--- config.mk ---
export PLATFORM = sky130hd
export DESIGN_NAME = dodge_action_flat
export DESIGN_NICKNAME = d
export VERILOG_FILES = /design/src/rtl/dodge_action_if.sv /design/src/rtl/dodge_action.sv /design/src/flat_wrapper.sv
export SDC_FILE = /design/constraint.sdc
export NUM_CORES = 1
export LEC_CHECK = 0
export ABC_AREA = 0
export CORE_ASPECT_RATIO = 1.5
export CORE_MARGIN = 2
export CORE_UTILIZATION = 56
export DETAILED_ROUTE_END_ITERATION = 10
export GPL_TIMING_DRIVEN = 0
export PLACE_DENSITY_LB_ADDON = 0.15
export SLEW_MARGIN = 10
export SYNTH_ARGS = -nofsm -noshare
export SYNTH_HDL_FRONTEND = slang
export SYNTH_SLANG_ARGS = --single-unit
--- constraint.sdc ---
create_clock -name clk_i -period 2.33 [get_ports clk_i]
set_clock_uncertainty 0.1 [all_clocks]
set_input_delay 0.3495 -clock clk_i [delete_from_list [all_inputs] [get_ports clk_i]]
set_output_delay 0.3495 -clock clk_i [all_outputs]
set_load 0.1 [all_outputs]
--- src/rtl/dodge_action_if.sv ---
// rtl/dodge_action_if.sv - step handshake, steering and display bundle for the dodge game engine
interface dodge_action_if #(
   parameter int gs = 8
);
   logic             left_i;
   logic             right_i;
   logic             e_act_i;
   logic [gs*gs-1:0] matrix_o;
   logic             d_act_o;
   logic             dead_o;

   modport master (
      output left_i, right_i, e_act_i,
      input  matrix_o, d_act_o, dead_o
   );

   modport slave (
      input  left_i, right_i, e_act_i,
      output matrix_o, d_act_o, dead_o
   );
endinterface

--- src/rtl/dodge_action.sv ---
// rtl/dodge_action.sv - dodge game step engine: steer player, scroll obstacles, detect collision
// Optional feature: define ACTION_WRAP_EN to make the player column wrap at the edges
// instead of saturating.
module dodge_action #(
   parameter int              gs          = 8,
   parameter int              cr          = 2,
   parameter int              nr          = 10,
   parameter logic [gs*nr-1:0] data_struct = 80'h40_04_10_01_80_20_02_08_80_04
) (
   input  logic           clk_i,
   input  logic           reset_i,
   dodge_action_if.slave  bus
);
   localparam int cw = (gs > 1) ? $clog2(gs) : 1;
   localparam int pw = (nr > 1) ? $clog2(nr) : 1;

   typedef enum logic [2:0] {IDLE, MOVE, SCROLL, CHECK, DONE} state_t;

   state_t           state;
   logic [gs*gs-1:0] rows;        // obstacle field, same layout as matrix_o
   logic [cw-1:0]    col;
   logic [pw-1:0]    ptr;
   logic             left_flag;
   logic             right_flag;
   logic             skip;        // the IDLE cycle right after DONE ignores e_act_i
   logic             dead;
   logic             d_act;
   logic [gs*gs-1:0] matrix;

   logic             go_left;
   logic             go_right;
   logic [cw-1:0]    col_next;
   logic [gs-1:0]    pat_row;
   logic [gs*gs-1:0] rows_scrolled;

   function automatic logic [gs*gs-1:0] player_mask(input logic [cw-1:0] c);
      logic [gs*gs-1:0] m;
      m = '0;
      m[cr*gs + int'(c)] = 1'b1;
      return m;
   endfunction

   assign pat_row       = data_struct[gs*nr-1 - int'(ptr)*gs -: gs];
   assign rows_scrolled = {pat_row, rows[gs*gs-1:gs]};

   // Column the player moves to in MOVE; a request arriving in MOVE itself still counts.
   always_comb begin
      go_left  = left_flag | bus.left_i;
      go_right = right_flag | bus.right_i;
      col_next = col;
      if (go_left && !go_right) begin
`ifdef ACTION_WRAP_EN
         col_next = (col == cw'(gs-1)) ? '0 : col + 1'b1;
`else
         col_next = (col == cw'(gs-1)) ? col : col + 1'b1;
`endif
      end else if (go_right && !go_left) begin
`ifdef ACTION_WRAP_EN
         col_next = (col == '0) ? cw'(gs-1) : col - 1'b1;
`else
         col_next = (col == '0) ? col : col - 1'b1;
`endif
      end
   end

   // Step sequencer with sticky move flags and registered frame/handshake outputs.
   always_ff @(posedge clk_i) begin
      if (reset_i) begin
         state      <= IDLE;
         rows       <= '0;
         col        <= cw'(gs/2);
         ptr        <= '0;
         left_flag  <= 1'b0;
         right_flag <= 1'b0;
         skip       <= 1'b0;
         dead       <= 1'b0;
         d_act      <= 1'b0;
         matrix     <= player_mask(cw'(gs/2));
      end else begin
         left_flag  <= left_flag | bus.left_i;
         right_flag <= right_flag | bus.right_i;
         d_act      <= 1'b0;
         case (state)
            IDLE: begin
               if (skip) begin
                  skip <= 1'b0;
               end else if (bus.e_act_i) begin
                  state <= MOVE;
               end
            end
            MOVE: begin
               left_flag  <= 1'b0;
               right_flag <= 1'b0;
               if (!dead) begin
                  col    <= col_next;
                  matrix <= rows | player_mask(col_next);
               end
               state <= SCROLL;
            end
            SCROLL: begin
               if (!dead) begin
                  rows   <= rows_scrolled;
                  ptr    <= (ptr == pw'(nr-1)) ? '0 : ptr + 1'b1;
                  matrix <= rows_scrolled | player_mask(col);
               end
               state <= CHECK;
            end
            CHECK: begin
               if (rows[cr*gs + int'(col)]) begin
                  dead <= 1'b1;
               end
               d_act <= 1'b1;
               state <= DONE;
            end
            DONE: begin
               skip  <= 1'b1;
               state <= IDLE;
            end
            default: state <= IDLE;
         endcase
      end
   end

   assign bus.matrix_o = matrix;
   assign bus.d_act_o  = d_act;
   assign bus.dead_o   = dead;
endmodule

--- src/flat_wrapper.sv ---
// flat-port wrapper written by rule: the top's interface ports become plain ports
module dodge_action_flat 
#(
   parameter int              gs          = 8,
   parameter int              cr          = 2,
   parameter int              nr          = 10,
   parameter logic [gs*nr-1:0] data_struct = 80'h40_04_10_01_80_20_02_08_80_04
)
  (clk_i, reset_i, bus_left_i, bus_right_i, bus_e_act_i, bus_matrix_o, bus_d_act_o, bus_dead_o);
  dodge_action_if #(.gs(gs)) bus_i ();
  input  logic clk_i;
  input  logic reset_i;
  input wire logic [$bits(bus_i.left_i)-1:0] bus_left_i;
  input wire logic [$bits(bus_i.right_i)-1:0] bus_right_i;
  input wire logic [$bits(bus_i.e_act_i)-1:0] bus_e_act_i;
  output wire logic [$bits(bus_i.matrix_o)-1:0] bus_matrix_o;
  output wire logic [$bits(bus_i.d_act_o)-1:0] bus_d_act_o;
  output wire logic [$bits(bus_i.dead_o)-1:0] bus_dead_o;
  assign bus_i.left_i = bus_left_i;
  assign bus_i.right_i = bus_right_i;
  assign bus_i.e_act_i = bus_e_act_i;
  assign bus_matrix_o = bus_i.matrix_o;
  assign bus_d_act_o = bus_i.d_act_o;
  assign bus_dead_o = bus_i.dead_o;
  dodge_action #(.gs(gs), .cr(cr), .nr(nr), .data_struct(data_struct)) u_core (.clk_i(clk_i), .reset_i(reset_i), .bus(bus_i));
endmodule
==> metrics.md <==
| Metric | Value |
|---|---|
| Postcts setup bufs | `0` |
| Fin area | `7450 µm²` |
| Post-Syn Instances | `777` |
| Post-synth EDFFs | `0` |
| Share of cells above drive strength 1 | `0.0709` |
| TritonRoute pass-1 iters | `5` |
| Die Width | `88.7 µm` |
| Final Hold Vio Count | `0` |
| Sequential share of the synthesized area | `0.475` |
| Final setup vio count | `0` |
| Via-to-Cell Ratio | `5.95` |
| Final period util | `0.984` |
| Critical Path RT | `1.88 ns` |
| Worst hold slack | `0.300 ns` |
| Worst R2R Start | `u_core.ptr[1]` |
| Top cell type's share of synthesized area | `0.475` |
| Final setup TNS | `0 ns` |
| Crit path depth | `1` |
| Worst min path class | `in -> reg` |
| Pwr per Cell Area | `1110 nW/µm²` |
| Worst vdd ir | `0.686 mV` |
| GP Congestion | `0.938` |
| Clk Latency, worst-skew pair | `0.42 ns` |
| Core box area | `10500 µm²` |
| Grt ovf | `0` |
| Layout net count | `872` |
| Avg Inst Size Synth | `7.76 µm²` |
| Worst Max-Slew Pin Slew | `0.976 ns` |
| TritonCTS clock tree | `built` |
| CTS Buf Count | `17` |
| First-pass GRT wire length | `28.8 mm` |
| Clock buffer depth | `2` |
| Worst-path cell chain | `clkdlybuf4s50_1` |
| Critical Path Source Type | `flip-flop` |
| Most common cell in the synthesized netlist | `nand2_1` |
| Max-slew violations | `0` |
| Crit path arrival time | `1.84 ns` |
| Die Area | `11600 µm²` |
| Worst-path clk slew | `0.06 ns` |
| Setup slack at placement | `-0.187 ns` |
| Root Driver | `clkbuf_16` |
| R2R Setup Slk | `0.12 ns` |
| H-tree depth | `4` |
| Seq cells post-synth | `143` |
| Io pins | `71` |
| Vias in the first global route | `5862` |
| Initial antenna violation count | `0` |
| Critical path fanouts, max | `1` |
| Port bufs | `69` |
| Synth cell types | `53` |
| Critical-path top delay cell | `clkdlybuf4s50_1` |
| DRT antenna net count | `0` |
| DRC viols | `0` |
| Top delay family on crit path | `buffers and inverters` |
| DP HPWL | `13.2 mm` |
| Initial DRC Count | `412` |
| Routed WL | `18.5 mm` |
| Crit end category | `primary output` |
| Synthesis Warnings | `0` |
| Die H | `131 µm` |
| Synth top cells by count | `nand2_1, dfxtp_1, nor2_1` |
| Ranking of synthesized cells by area | `dfxtp_1, nand2_1, a311oi_1` |
| Fill count | `914` |
| Syn nets | `787` |
| Clock sinks | `143` |
| # diodes | `0` |
| DR WL/cell | `18.1 µm` |
| Largest net degree at the start of global routing | `20` |
| Area leader, netlist | `dfxtp_1` |
| CP peak stage delay | `1.12 ns` |
| Crit. Startpoint | `u_core.bus.d_act_o` |
| Async set or reset register ratio after synthesis | `0` |
| Area growth syn-to-layout | `23.6%` |
| Lkg Pwr | `2.73 nW` |
| FP Rows | `46` |
| Initial core utilization | `0.572` |
| Placed cell areas | `6900 µm²` |
| Status | `finished, final reports clean` |
| Setup ws final | `0.0368 ns` |
| Vias | `6061` |
| Clock period minus worst slack | `2.29 ns` |
| WS Path Type | `reg -> out` |
| Primary FF master, synth | `dfxtp_1` |
| Max frequency | `436 MHz` |
| Cell Area, Synth | `6030 µm²` |
| Slew margin rel. | `0.352` |
| R2R cell count | `8` |
| FF-to-FF End | `u_core.bus.matrix_o[61]` |
| MaxCap Viol Count | `0` |
| Critical path capture point | `bus_d_act_o` |
| CP Buf/Inv Count | `1` |
| GRT Total Usage | `0.326` |
[routing by layer]
metal / vias to the layer above / wire (µm) / GRT usage
met1: 2865 / 6850 / 0.355
met2: 283 / 9670 / 0.594
met4: 0 / 837 / 0.187
li1: 2844 / - / -
met5: - / 0 / 0
met3: 69 / 1100 / 0.0401
[how the worst min path moves through the flow]
| stage | start | endpoint | slack, ns | depth (start not counted) |
|---|---|---|---|---|
| 2_1_floorplan | u_core.rows[0] | u_core.rows[0] | 0.34 | 2 |
| 3_3_place_gp | u_core.rows[4] | u_core.rows[4] | 0.34 | 2 |
| 3_5_place_dp | u_core.rows[1] | u_core.rows[1] | 0.35 | 2 |
| 4_1_cts | reset_i | u_core.state[1] | 0.29 | 3 |
| 5_1_grt | reset_i | u_core.state[1] | 0.33 | 3 |
| 6_report | reset_i | u_core.state[1] | 0.30 | 3 |
[stage by stage]
step / cells / utilization / total power, mW
2_1_floorplan: 777 / - / 5.02
3_3_place_gp: 990 / 0.655 / 5.66
3_5_place_dp: 990 / 0.655 / 5.71
4_1_cts: 1020 / 0.705 / 8.23
5_1_grt: 1018 / 0.707 / 8.50
6_report: 1018 / 0.707 / 8.24
[final cells by class]
cell class / instances / area, µm² / area share
Multi-Input combinational cell: 556 / 2880 / 0.387
Sequential cell: 143 / 2870 / 0.385
Timing Repair Buffer: 69 / 617 / 0.0828
Clock buffer: 22 / 474 / 0.0637
Buffer: 64 / 280 / 0.0376
Tap cell: 144 / 180 / 0.0242
Clock inverter: 9 / 110 / 0.0148
Inverter: 11 / 41.3 / 0.00554
[flip-flops by register name (all words and copies together) (netlist names)]
register / cells
u_core.bus.matrix_o: 64
u_core.rows: 64
u_core.ptr: 4
u_core.col: 3
u_core.state: 3
u_core.bus.d_act_o: 1
u_core.bus.dead_o: 1
u_core.left_flag: 1
u_core.right_flag: 1
u_core.skip: 1
[placed cells by master (no fill, tap or decap), types with 4 or more instances in the layout]
cell type	count
inv_1	10
buf_1	5
nor4_1	4
nor3_1	7
clkdlybuf4s50_1	4
mux2i_1	4
clkbuf_2	7
buf_2	7
clkbuf_1	43
ha_1	5
nand2_1	243
nand4_1	5
dfxtp_1	141
a21oi_1	74
dlygate4sd2_1	63
a211oi_1	8
o211ai_1	4
o21ai_0	5
clkbuf_16	17
nand3_1	5
a311oi_1	55
nor2_1	82
[power by group]
part	internal (mW)	switching, mW
sequential	2.67	0.127
clock	1.65	1.04
combinational	0.516	2.24
total	4.84	3.40
[kinds of logic (layout without fill, tap and decap cells)]
logic type               Yosys count  count (layout)  share of synthesized area
AO/OA/AOI/OAI                    172             172                      0.196
XOR/XNOR                           3               3                    0.00436
adder cells (fa/ha/maj)            5               5                     0.0104
buffers and inverters             78             175                     0.0534
flip-flops                       143             143                      0.475
multiplexers                       4               4                    0.00664
AND/OR/NAND/NOR                  372             372                      0.255
[repair_timing]
action                     CTS  global route
setup endpoints to repair   71           103
hold buffers                 0             0
resized for setup           70            17
cloned                       0             0
No activity file was read; power rests on OpenSTA's default activity.
==> RTL change (same settings) <==
The 5 states of `state_t` get a one-hot encoding in 5 bits.
--- a/src/rtl/dodge_action.sv
+++ b/src/rtl/dodge_action.sv
@@ -16,3 +16,3 @@
 
-   typedef enum logic [2:0] {IDLE, MOVE, SCROLL, CHECK, DONE} state_t;
+   typedef enum logic [4:0] {IDLE = 5'b00001, MOVE = 5'b00010, SCROLL = 5'b00100, CHECK = 5'b01000, DONE = 5'b10000} state_t;
 
Check against the original RTL: no difference found for any inputs over 4 cycles, from zero or initial values and one cycle with reset_i high; so few cycles prove little.
==> RTL change against the unedited design <==
- synthesized cell count grew 1.4%
- count of clock-buffer cells in the layout shrank 3
- sequential cell count grew 2
- cell area grew 3.7%
- wire length grew 2.1%
- synthesized area grew 2.4%
- setup slack gained 0.0058 ns
- critical path type is now input pin to flop
Power is not compared: it rests on default switching activity, and its combinational part moved more than twofold at a synthesized area within 25%.
==> RTL change: results (changes against the unedited design) <==
status:
  status: "completed"
placed_design:
  place.port_buffers: 70  # +1.4%
  place_congestion: 0.936  # -0.25%
global_routing:
  grt_max_degree: 17  # -15%
  first_global_vias: 6047  # +3.2%
  grt_pass1_wl_mm: 30.0  # +4.2%
  grt_use_total: 0.318  # -0.00741
yosys:
  ys_top_cells_by_count: "nand2_1, dfxtp_1, a21oi_1, nor2_1, a311oi_1"
  netlist_top_cells_area: "dfxtp_1, nand2_1, a21oi_1, a311oi_1, nor2_1"
  ys_types: 52  # -1.9%
  syn_nets: 798  # +1.4%
  seq_area_frac_synth: 0.470  # -0.00487
route:
  vias: 6185  # +2.0%
  wirelength_mm: 18.9  # +2.1%
  drtIter0Drc: 434  # +5.3%
  dr.pass1.iters: 6  # +1
final_layout:
  fill_cells: 916  # +0.22%
  nets: 889  # +1.9%
  drive_gt1_frac: 0.0975  # +0.0266
timing:
  slew_headroom: 0.341  # -0.0113
clock_network:
  cts_buffers: 17  # unchanged
setup_path:
  slowest_delay_ns: 0.52  # -0.60 ns
  path_max_fanout: 10  # +9
  cpMaxStageDelayCell: "clkbuf_1"
  arrival_ns: 2.47  # +0.63 ns
RTL change: tightest hold or removal path, delay by kind of cell (launching register included):
kind,cells,cell delay [ns]
simple gates,1,0.05
compound gates,1,0.05
flops,1,0.31
RTL change: what timing repair did:
| action | 4_1_cts | 5_1_grt |
|---|---|---|
| pin swaps | 2 | 3 |
| buffers inserted | 1 | 3 |
| endpoints found under the hold margin | 0 | 0 |
| setup endpoints to repair | 142 | 131 |
| gates cloned | 0 | 0 |
| resized for setup | 83 | 23 |
RTL change: area by class of cell:
class                   instances  area, um2  area share
plain buffers                  64        295      0.0382
clock buffers                  19        443      0.0573
clock inverters                13        153      0.0198
inverters                       9       37.5     0.00486
multi-input cells             568       3050       0.395
flip-flops and latches        145       2900       0.376
well taps                     147        184      0.0238
repair buffers                 74        659      0.0854
RTL change: cells by family after synthesis:
| group | after synthesis | synth area share |
|---|---|---|
| AOI/OAI and AO/OA | 191 | 0.215 |
| xor gates and xnor gates | 4 | 0.00567 |
| adders and majority gates | 5 | 0.0101 |
| buffers and inverters | 75 | 0.0492 |
| DFF | 145 | 0.470 |
| muxes | 5 | 0.0122 |
| and+or+nand+nor | 363 | 0.238 |
RTL change: path summary, 6_finish.rpt:
kind              cells after the start               startpoint                      end  slack, ns
hold reg to reg                       2  u_core.bus.matrix_o[59]  u_core.bus.matrix_o[59]       0.35
setup reg to reg                      5          u_core.state[3]  u_core.bus.matrix_o[17]       0.09
setup / recovery                      5                  reset_i            u_core.col[0]       0.04
hold / removal                        2  u_core.bus.matrix_o[59]  u_core.bus.matrix_o[59]       0.35
RTL change: per-stage QoR:
step	utilization	setup slack, ns	TNS (ns)	std cells	instance area (um2)
2_1_floorplan	-	0.0550	0	788	6190
3_3_place_gp	0.650	-0.478	-43.19	1005	7070
3_5_place_dp	0.650	-0.524	-46.45	1005	7070
4_1_cts	0.703	-0.00832	-0.00832	1038	7650
5_1_grt	0.710	-0.00445	-0.00887	1039	7720
6_report	0.710	0.0426	0	1039	7720
RTL change: report_power, final:
group,internal [W],leakage (nW),switching [W]
clock network,0.00163,0.286,0.00109
logic,0.000137,1.31,0.000511
registers,0.00253,1.17,0.0000283
total,0.00429,2.77,0.00163
RTL change: routing by layer:
metal / wire length (um) / GRT usage / vias to the layer above
li1: - / - / 2921
met1: 7190 / 0.348 / 2947
met2: 9900 / 0.581 / 261
met3: 965 / 0.0587 / 56
met4: 800 / 0.173 / 0
met5: 0 / 0 / -
